<file path="src/rtl/decoder_rr_arbiter_pkg.sv">
// Shared types, constants and the round-robin winner search for decoder_rr_arbiter.
package decoder_rr_arbiter_pkg;

    localparam int unsigned N_REQ = 4;
    localparam int unsigned IDX_W = 2;

    typedef enum logic {
        ST_IDLE  = 1'b0,
        ST_GRANT = 1'b1
    } arb_state_e;

    typedef struct packed {
        logic             found;
        logic [IDX_W-1:0] idx;
    } win_t;

    // First set bit of req, scanning upward from start+1 and wrapping; start is scanned last.
    function automatic win_t find_winner(input logic [N_REQ-1:0] req,
                                         input logic [IDX_W-1:0] start);
        win_t             res;
        logic [IDX_W-1:0] k;
        res = '0;
        k   = '0;
        for (int unsigned i = 1; i <= N_REQ; i++) begin
            k = start + IDX_W'(i);
            if (!res.found && req[k]) begin
                res.found = 1'b1;
                res.idx   = k;
            end
        end
        return res;
    endfunction

endpackage

</file>
<file path="src/rtl/decoder_rr_arbiter_if.sv">
// Request/grant bundle between requesters (master) and the arbiter (slave).
interface decoder_rr_arbiter_if
    import decoder_rr_arbiter_pkg::*;
();
    logic             i_en;
    logic [N_REQ-1:0] i_req;
    logic [N_REQ-1:0] o_gnt;
    logic [IDX_W-1:0] o_gnt_idx;
    logic             o_gnt_vld;
    logic             o_forced;

    modport master (
        output i_en,
        output i_req,
        input  o_gnt,
        input  o_gnt_idx,
        input  o_gnt_vld,
        input  o_forced
    );

    modport slave (
        input  i_en,
        input  i_req,
        output o_gnt,
        output o_gnt_idx,
        output o_gnt_vld,
        output o_forced
    );
endinterface

</file>
<file path="src/rtl/decoder_rr_arbiter_dec.sv">
// Plain 2-to-4 one-hot decoder with enable.
module decoder_2_to_4 (
    input  logic       i_en,
    input  logic [1:0] i_addr,
    output logic [3:0] o_y
);

    // One-hot decode of the address, all zero when disabled.
    always_comb begin
        o_y = 4'b0000;
        if (i_en) begin
            case (i_addr)
                2'd0:    o_y = 4'b0001;
                2'd1:    o_y = 4'b0010;
                2'd2:    o_y = 4'b0100;
                default: o_y = 4'b1000;
            endcase
        end
    end

endmodule

</file>
<file path="src/rtl/decoder_rr_arbiter.sv">
// Four-way round-robin arbiter with bounded hold time; one-hot grant decoded from registers.
module decoder_rr_arbiter
    import decoder_rr_arbiter_pkg::*;
#(
    parameter int unsigned MAX_HOLD = 8
) (
    input  logic                 i_clk,
    input  logic                 i_rst,
    decoder_rr_arbiter_if.slave  bus
);

    localparam int unsigned CNT_W = $clog2(MAX_HOLD + 1);

    arb_state_e       state_q, state_d;
    logic [IDX_W-1:0] gnt_idx_q, gnt_idx_d;
    logic [IDX_W-1:0] last_owner_q, last_owner_d;
    logic [CNT_W-1:0] cnt_q, cnt_d;
    logic             forced_q, forced_d;

    logic [N_REQ-1:0] own_bit;
    logic [N_REQ-1:0] others_req;
    win_t             win_all;
    win_t             win_oth;
    logic             gnt_vld;
    logic [N_REQ-1:0] gnt_onehot;

    // Requests from everyone except the current owner, for forced handover.
    always_comb begin
        own_bit            = '0;
        own_bit[gnt_idx_q] = 1'b1;
        others_req         = bus.i_req & ~own_bit;
        win_all            = find_winner(bus.i_req, last_owner_q);
        win_oth            = find_winner(others_req, last_owner_q);
    end

    // Next-state and next-register logic of the arbitration FSM.
    always_comb begin
        state_d      = state_q;
        gnt_idx_d    = gnt_idx_q;
        last_owner_d = last_owner_q;
        cnt_d        = cnt_q;
        forced_d     = 1'b0;

        case (state_q)
            ST_IDLE: begin
                if (bus.i_en && win_all.found) begin
                    state_d      = ST_GRANT;
                    gnt_idx_d    = win_all.idx;
                    last_owner_d = win_all.idx;
                    cnt_d        = CNT_W'(1);
                end
            end

            ST_GRANT: begin
                if (!bus.i_en) begin
                    state_d   = ST_IDLE;
                    gnt_idx_d = '0;
                    cnt_d     = '0;
                end else if (!bus.i_req[gnt_idx_q]) begin
                    // Owner released: hand over in the same edge, or go idle.
                    if (win_all.found) begin
                        gnt_idx_d    = win_all.idx;
                        last_owner_d = win_all.idx;
                        cnt_d        = CNT_W'(1);
                    end else begin
                        state_d   = ST_IDLE;
                        gnt_idx_d = '0;
                        cnt_d     = '0;
                    end
                end else if ((cnt_q == CNT_W'(MAX_HOLD)) && win_oth.found) begin
                    gnt_idx_d    = win_oth.idx;
                    last_owner_d = win_oth.idx;
                    cnt_d        = CNT_W'(1);
                    forced_d     = 1'b1;
                end else if (cnt_q != CNT_W'(MAX_HOLD)) begin
                    cnt_d = cnt_q + CNT_W'(1);
                end
            end

            default: begin
                state_d   = ST_IDLE;
                gnt_idx_d = '0;
                cnt_d     = '0;
            end
        endcase
    end

    // State and grant registers with synchronous reset; pointer resets to 3 so requester 0 leads.
    always_ff @(posedge i_clk) begin
        if (i_rst) begin
            state_q      <= ST_IDLE;
            gnt_idx_q    <= '0;
            last_owner_q <= IDX_W'(N_REQ - 1);
            cnt_q        <= '0;
            forced_q     <= 1'b0;
        end else begin
            state_q      <= state_d;
            gnt_idx_q    <= gnt_idx_d;
            last_owner_q <= last_owner_d;
            cnt_q        <= cnt_d;
            forced_q     <= forced_d;
        end
    end

    assign gnt_vld = (state_q == ST_GRANT);

    decoder_2_to_4 u_dec (
        .i_en   (gnt_vld),
        .i_addr (gnt_idx_q),
        .o_y    (gnt_onehot)
    );

    assign bus.o_gnt     = gnt_onehot;
    assign bus.o_gnt_idx = gnt_idx_q;
    assign bus.o_gnt_vld = gnt_vld;
    assign bus.o_forced  = forced_q;

endmodule

</file>
<file path="src/flat_wrapper.sv">
// flat-port wrapper written by rule: the top's interface ports become plain ports
module decoder_rr_arbiter_flat import decoder_rr_arbiter_pkg::*;
#(
    parameter int unsigned MAX_HOLD = 8
)
  (i_clk, i_rst, bus_i_en, bus_i_req, bus_o_gnt, bus_o_gnt_idx, bus_o_gnt_vld, bus_o_forced);
  decoder_rr_arbiter_if bus_i ();
  input  logic i_clk;
  input  logic i_rst;
  input wire logic [$bits(bus_i.i_en)-1:0] bus_i_en;
  input wire logic [$bits(bus_i.i_req)-1:0] bus_i_req;
  output wire logic [$bits(bus_i.o_gnt)-1:0] bus_o_gnt;
  output wire logic [$bits(bus_i.o_gnt_idx)-1:0] bus_o_gnt_idx;
  output wire logic [$bits(bus_i.o_gnt_vld)-1:0] bus_o_gnt_vld;
  output wire logic [$bits(bus_i.o_forced)-1:0] bus_o_forced;
  assign bus_i.i_en = bus_i_en;
  assign bus_i.i_req = bus_i_req;
  assign bus_o_gnt = bus_i.o_gnt;
  assign bus_o_gnt_idx = bus_i.o_gnt_idx;
  assign bus_o_gnt_vld = bus_i.o_gnt_vld;
  assign bus_o_forced = bus_i.o_forced;
  decoder_rr_arbiter #(.MAX_HOLD(MAX_HOLD)) u_core (.i_clk(i_clk), .i_rst(i_rst), .bus(bus_i));
endmodule
</file>
<file path="config.mk">
export PLATFORM = sky130hd
export DESIGN_NAME = decoder_rr_arbiter_flat
export DESIGN_NICKNAME = d
export VERILOG_FILES = /design/src/rtl/decoder_rr_arbiter_pkg.sv /design/src/rtl/decoder_rr_arbiter_if.sv /design/src/rtl/decoder_rr_arbiter_dec.sv /design/src/rtl/decoder_rr_arbiter.sv /design/src/flat_wrapper.sv
export SDC_FILE = /design/constraint.sdc
export NUM_CORES = 1
export LEC_CHECK = 0
export CAP_MARGIN = 5
export CORE_MARGIN = 2
export CORE_UTILIZATION = 50
export CTS_BUF_LIST = sky130_fd_sc_hd__clkbuf_16
export DETAILED_ROUTE_END_ITERATION = 10
export GPL_ROUTABILITY_DRIVEN = 0
export PLACE_DENSITY = 0.73
export SYNTH_ARGS = -nofsm -noshare
export SYNTH_HDL_FRONTEND = slang
export SYNTH_SLANG_ARGS = --single-unit
</file>
<file path="constraint.sdc">
create_clock -name i_clk -period 2.53 [get_ports i_clk]
set_input_delay 0.506 -clock i_clk [delete_from_list [all_inputs] [get_ports i_clk]]
set_output_delay 0.506 -clock i_clk [all_outputs]
set_load 0.02 [all_outputs]
</file>
Yosys cells after proc, flatten, opt, wreduce, memory -nomap -nowiden
Index checks and enable logic that the tools add are counted.

cells by class
  add/subtract/negate cells = 4
  multiply operators = 0
  div/mod/pow operators = 0
  order comparisons = 6
  eq/ne operators = 10
  shifts and indexed selects = 0
  muxes and demuxes = 53
  bitwise gates (word level) = 5
  reductions and logical operators = 20

operator list
  operator               number
  $mux W3                8
  $mux W4                6
  $bmux W1 S2            9
  $mux W1                16
  $mux W2                8
  $lt A2 B3 Y1 const B   5
  $pmux W4 S3            1
  $logic_and A1 B1 Y1    9
  $ne A4 B4 Y1 const B   2
  $pmux W2 S2            2
  $pmux W4 S2            1
  $logic_not A1 Y1       6
  $ne A3 B3 Y1 const B   2
  $ne A5 B5 Y1 const B   1
  $add A2 B2 Y2 const B  2
  $add A4 B1 Y4 const B  1
  $and A4 B4 Y4          1
  $eq A4 B4 Y1 const B   1
  $not A4 Y4             1
  $reduce_and A2 Y1      2
  $reduce_and A4 Y1      1
  $reduce_or A4 Y1       1
  $not A1 Y1             3
  $add A2 B1 Y2 const B  1
  8 further kinds        8

word-level totals
  register bits = 10
  latch bits = 0
  RAM bits = 0
  memory bits (read-only) = 0
  output and inout bits = 8
  memories kept = 0

Logic depth before layout (Yosys ltp)
  word-level depth = 23
  depth in mapped cells = 9
  gate-level depth less buffers = 7

By module
Synthesis repeated with hierarchy kept, for this count alone.

second synthesis, totals
  cell total of the unflattened synthesis = 132
  area total of the unflattened synthesis = 1004.7 µm²

modules (own cells, without submodules)
  module              times used  cells each  area an instance (µm²)  sequential area each (µm²)
  decoder_rr_arbiter  1           128         967.2                   200.2
  decoder_2_to_4      1           4           37.5                    0.0

Worst setup path after synthesis
OpenSTA, ideal clock, no wires.

  path type = input-to-reg
  start = input port bus_i_req[1]
  end = register u_core.gnt_idx_q[1] (netlist: u_core.bus.o_gnt_idx[1])
  library setup time = 0.067 ns
  arrival = 2.102 ns
  slack = 0.360 ns
  stages on the path = 8
  path through = clkbuf_1 > or2b_1 > o211ai_2 > nor3_4 > a31oi_4 > o21ai_2 > or3_4 > a21oi_2

between the ends
  cells in the longest elaborated chain, start to end = 17

ends and longest elaborated chain
  item                           line                          RTL
  start: declaration             flat_wrapper.sv:11            input wire logic [$bits(bus_i.i_req)-1:0] bus_i_req;
  $and A4 B4 Y4                  decoder_rr_arbiter.sv:31      others_req = bus.i_req & ~own_bit;
  $bmux W1 S2                    decoder_rr_arbiter_pkg.sv:26  if (!res.found && req[k]) begin
  $mux W1 (not written as such)  decoder_rr_arbiter_pkg.sv:26
  $mux W3                        decoder_rr_arbiter_pkg.sv:26
  $logic_not A1 Y1               decoder_rr_arbiter_pkg.sv:26
  $logic_and A1 B1 Y1            decoder_rr_arbiter_pkg.sv:26
  $mux W3                        decoder_rr_arbiter_pkg.sv:26
  $logic_not A1 Y1               decoder_rr_arbiter_pkg.sv:26
  $logic_and A1 B1 Y1            decoder_rr_arbiter_pkg.sv:26
  $mux W3                        decoder_rr_arbiter_pkg.sv:26
  $logic_not A1 Y1               decoder_rr_arbiter_pkg.sv:26
  $logic_and A1 B1 Y1            decoder_rr_arbiter_pkg.sv:26
  $mux W3                        decoder_rr_arbiter_pkg.sv:26
  $mux W2                        decoder_rr_arbiter.sv:70      end else if ((cnt_q == CNT_W'(MAX_HOLD)) && win_oth.found) begin
  $mux W2                        decoder_rr_arbiter.sv:59      end else if (!bus.i_req[gnt_idx_q]) begin
  $mux W2                        decoder_rr_arbiter.sv:55      if (!bus.i_en) begin
  $pmux W2 S2                    decoder_rr_arbiter.sv:44      case (state_q)
  end signal: assignment         decoder_rr_arbiter.sv:98      gnt_idx_q <= gnt_idx_d;
  end: declaration               decoder_rr_arbiter.sv:15      logic [IDX_W-1:0] gnt_idx_q, gnt_idx_d;

Parallel ways exist; a longest one is shown, timed or not. The select of a mux whose other input is x is not followed.
A chain may end at the register's enable or synchronous reset.

Worst setup path in the final report
  start = input port bus_i_req[3]
  end = register u_core.gnt_idx_q[1] (netlist: u_core.bus.o_gnt_idx[1])

Same word-level chain as after synthesis.

==> flow_summary_export.csv <==
group,metric,value,unit
worst_hold_path,hold_class,"reg2reg",
sta,clock_skew,1.69,ps
layout,area_delta_synth_final,31.9,%
layout,layout_common_cells,"buf_4 (23), a21oi_1 (14), clkdlybuf4s50_1 (14)",
layout,fill_cells,182,
detailed_routing,ant_nets,0,
floorplanning,rows,17,
power,p_sw,273,uW
cts,cts-root-buf,"clkbuf_16",
cts,path_clk_slew,40,ps
cts,postCtsHoldBufs,0,
grt,grt_max_degree,19,
sta,finalSetupTns,0,ps
power,leakage,0.000590,uW
synth,synth_top_flop_cell,"dfxtp_1",
worst_setup_path,crit_type,"in2reg",
placed_design,portBuffers,14,
synth,yosys.area.top_type,"dfxtp_1",
floorplanning,fp.dieW,51.8,um
sta,fin_crit_sh,95.8,%
worst_setup_path,arrival,2590,ps
worst_setup_path,cp-end-kind,"flop",
sta,fmax,413,MHz
worst_setup_path,cp_slowest_cell,"clkdlybuf4s50_1",
detailed_routing,drtIter0Drc,43,
cts,htree_levels,1,
floorplanning,die_y,51.8,um
worst_setup_path,start_kind,"input port",
layout,n_antenna_cell,0,
sta,slew_viol_final,0,
worst_setup_path,worst-path-buf-inv,1,
floorplanning,core-area,0.00219,mm2
sta,hold_ws,512,ps
synth,synth_edf_count,0,
worst_setup_path,cp_max_fo,5,
layout,final_common_cell,"buf_4",
placed_design,detailed_place_hpwl,2270,um
run,drv_cap,0,
power,p_clk_share,35.5,%
power,p_seq_share,25.2,%
power,power.density,532,mW/mm2
power,swShare,34.1,%
sta,hold_violations,0,
synth,ys_seq_area_share,17.5,%
synth,synthArstFlopShare,0,%
synth,synth_fp_nets,158,
floorplanning,ios,15,
detailed_routing,routed_wl,3100,um
cts,clockBufferDepth,2,
power,power.internal,528,uW
detailed_routing,vias,1263,
detailed_routing,drc,0,
cts,cts_setup_buffers,0,
worst_setup_path,crit_family,"simple AND/OR/NAND/NOR gates",
cts,cts_sinks,10,
synth,synth_top_area_share,17.5,%
worst_setup_path,required,2690,ps
detailed_routing,dr.pass1.iters,5,
grt,grt_overflow,0,
detailed_routing,via_per_inst,6.13,
sta,worstMarginPinSlew,666,ps
cts,cts_made_buffers,3,
grt,grt_pass1_vias,1135,
grt,gr-usage-all-layers,25.2,%
worst_setup_path,crit_chain,"clkdlybuf4s50_1 > or4b_1 > nand4_2 > nor2_2 > a31oi_4 > o21ai_2 > or3_4 > a21oi_2",
power,peakVddDrop,0.584,mV
sta,slew-limit-headroom,55.6,%
grt,antenna_found_initial,0,
detailed_routing,wl_per_cell,15.1,um
synth,synth_area,0.00114,mm2
floorplanning,die_area,0.00268,mm2
worst_setup_path,r2r_setup_slack,200,ps
floorplanning,start_util,52.1,%
grt,grt_pass1_wl,5120,um
status,status,"finished, final reports clean",
synth,ys_ff_latch,10,
sta,min_period,2420,ps
synth,syn_inst,149,
sta,rsz0062_at_grt,"true",
synth,synth_area_leaders,"dfxtp_1 (18%), a21oi_1 (6.1%), nand4b_1 (3.8%), nand2_1 (3.6%), o211ai_1 (3.3%)",
layout,finalNetCount,188,
power,combPwrFrac,39.3,%
cts,clock_latency,240,ps
synth,synth_area_per_cell,7.67,um2
cts,cts_tree,"yes",
synth,ys_types,58,
synth,ys_warn_count,0,
layout,drive_gt1_share,21.9,%
sta,setup-violations-final,0,
worst_setup_path,critPathMaxStageDelay,530,ps
[Yosys cell counts (all sizes together), types with 2 or more instances]
master / n
a211oi: 2
a21oi: 15
a31oi: 4
and2: 3
and3: 2
and3b: 2
buf: 7
clkbuf: 5
dfxtp: 10
ha: 2
inv: 8
mux2: 2
nand2: 11
nand2b: 5
nand3: 2
nand3b: 3
nand4: 4
nand4b: 5
nor2: 10
nor3: 4
nor3b: 2
o211ai: 6
o21ai: 8
o31ai: 4
or4b: 3
xor2: 2
[layer usage]
metal / global-route usage [%] / part of all wire (%) / up-vias
met2: 42.5 / 50 / 60
li1: - / - / 618
met1: 33.3 / 43 / 581
met4: 3.07 / 1.0 / 0
met5: 0 / 0 / -
met3: 6.32 / 6.5 / 4
[sequential cells by signal (all words and copies together) (netlist names)]
name / count
u_core.bus.o_gnt_vld: 1
u_core.last_owner_q: 2
u_core.bus.o_gnt_idx: 2
u_core.cnt_q: 4
u_core.bus.o_forced: 1
[kinds of logic (layout without fill, tap and decap cells)]
logic type / count (synthesis) / in the layout / share of synthesized area (%)
adder cells (fa/ha/maj): 2 / 2 / 2.19
XOR/XNOR: 3 / 3 / 2.96
AO/OA/AOI/OAI: 49 / 49 / 30.0
buffers and inverters: 20 / 49 / 8.54
AND/OR/NAND/NOR: 62 / 62 / 34.8
flip-flops: 10 / 10 / 17.5
multiplexers: 3 / 3 / 3.94
[path summary, 6_finish.rpt]
check	startpoint	to	cells past startpoint
worst max-delay path	bus_i_req[3]	u_core.bus.o_gnt_idx[1]	8
worst max register to register	u_core.last_owner_q[1]	u_core.bus.o_gnt_idx[1]	9
worst min register to register	u_core.cnt_q[1]	u_core.cnt_q[1]	2
worst min-delay path	u_core.cnt_q[1]	u_core.cnt_q[1]	2
[what timing repair did]
item                                    4_1_cts  5_1_grt
endpoints found under the setup margin        0        3
gates resized for setup                       0        1
endpoints found under the hold margin         0        0
[worst register-to-register path, delay by kind of cell (launching register included)]
kind | cells | cell delay [ps]
DFF | 1 | 620
and+or+nand+nor | 2 | 460
buffers and inverters | 3 | 470
AOI/OAI and AO/OA | 4 | 700
[stage by stage]
stage               setup slack [ps]  util (%)  cell area (um2)  instances  total power (uW)
finish                           106      68.8             1510        206               801
global route                   -3.23      68.8             1510        206               848
CTS                              115      68.5             1500        206               797
detailed placement              -128      64.9             1420        202               510
global placement               -79.2      64.9             1420        202               501
floorplan                        360         -             1140        149               407
[final cells by class]
| class | instances | area (um2) | area share, % |
|---|---|---|---|
| flip-flops and latches | 10 | 200 | 13.3 |
| clock inverters | 1 | 3.75 | 0.249 |
| well taps | 28 | 35.0 | 2.33 |
| clock buffers | 3 | 75.1 | 4.98 |
| repair buffers | 37 | 313 | 20.8 |
| multi-input cells | 119 | 850 | 56.4 |
| inverters | 8 | 30.0 | 1.99 |
[power groups by stage]
stage / Combinational (uW) / Sequential (uW) / Clock (uW)
floorplan: 222 / 185 / 0
global placement: 299 / 201 / 0
detailed placement: 307 / 204 / 0
CTS: 310 / 201 / 286
global route: 343 / 206 / 298
finish: 315 / 202 / 284
Note: power is estimated with default switching activity, not from simulation.
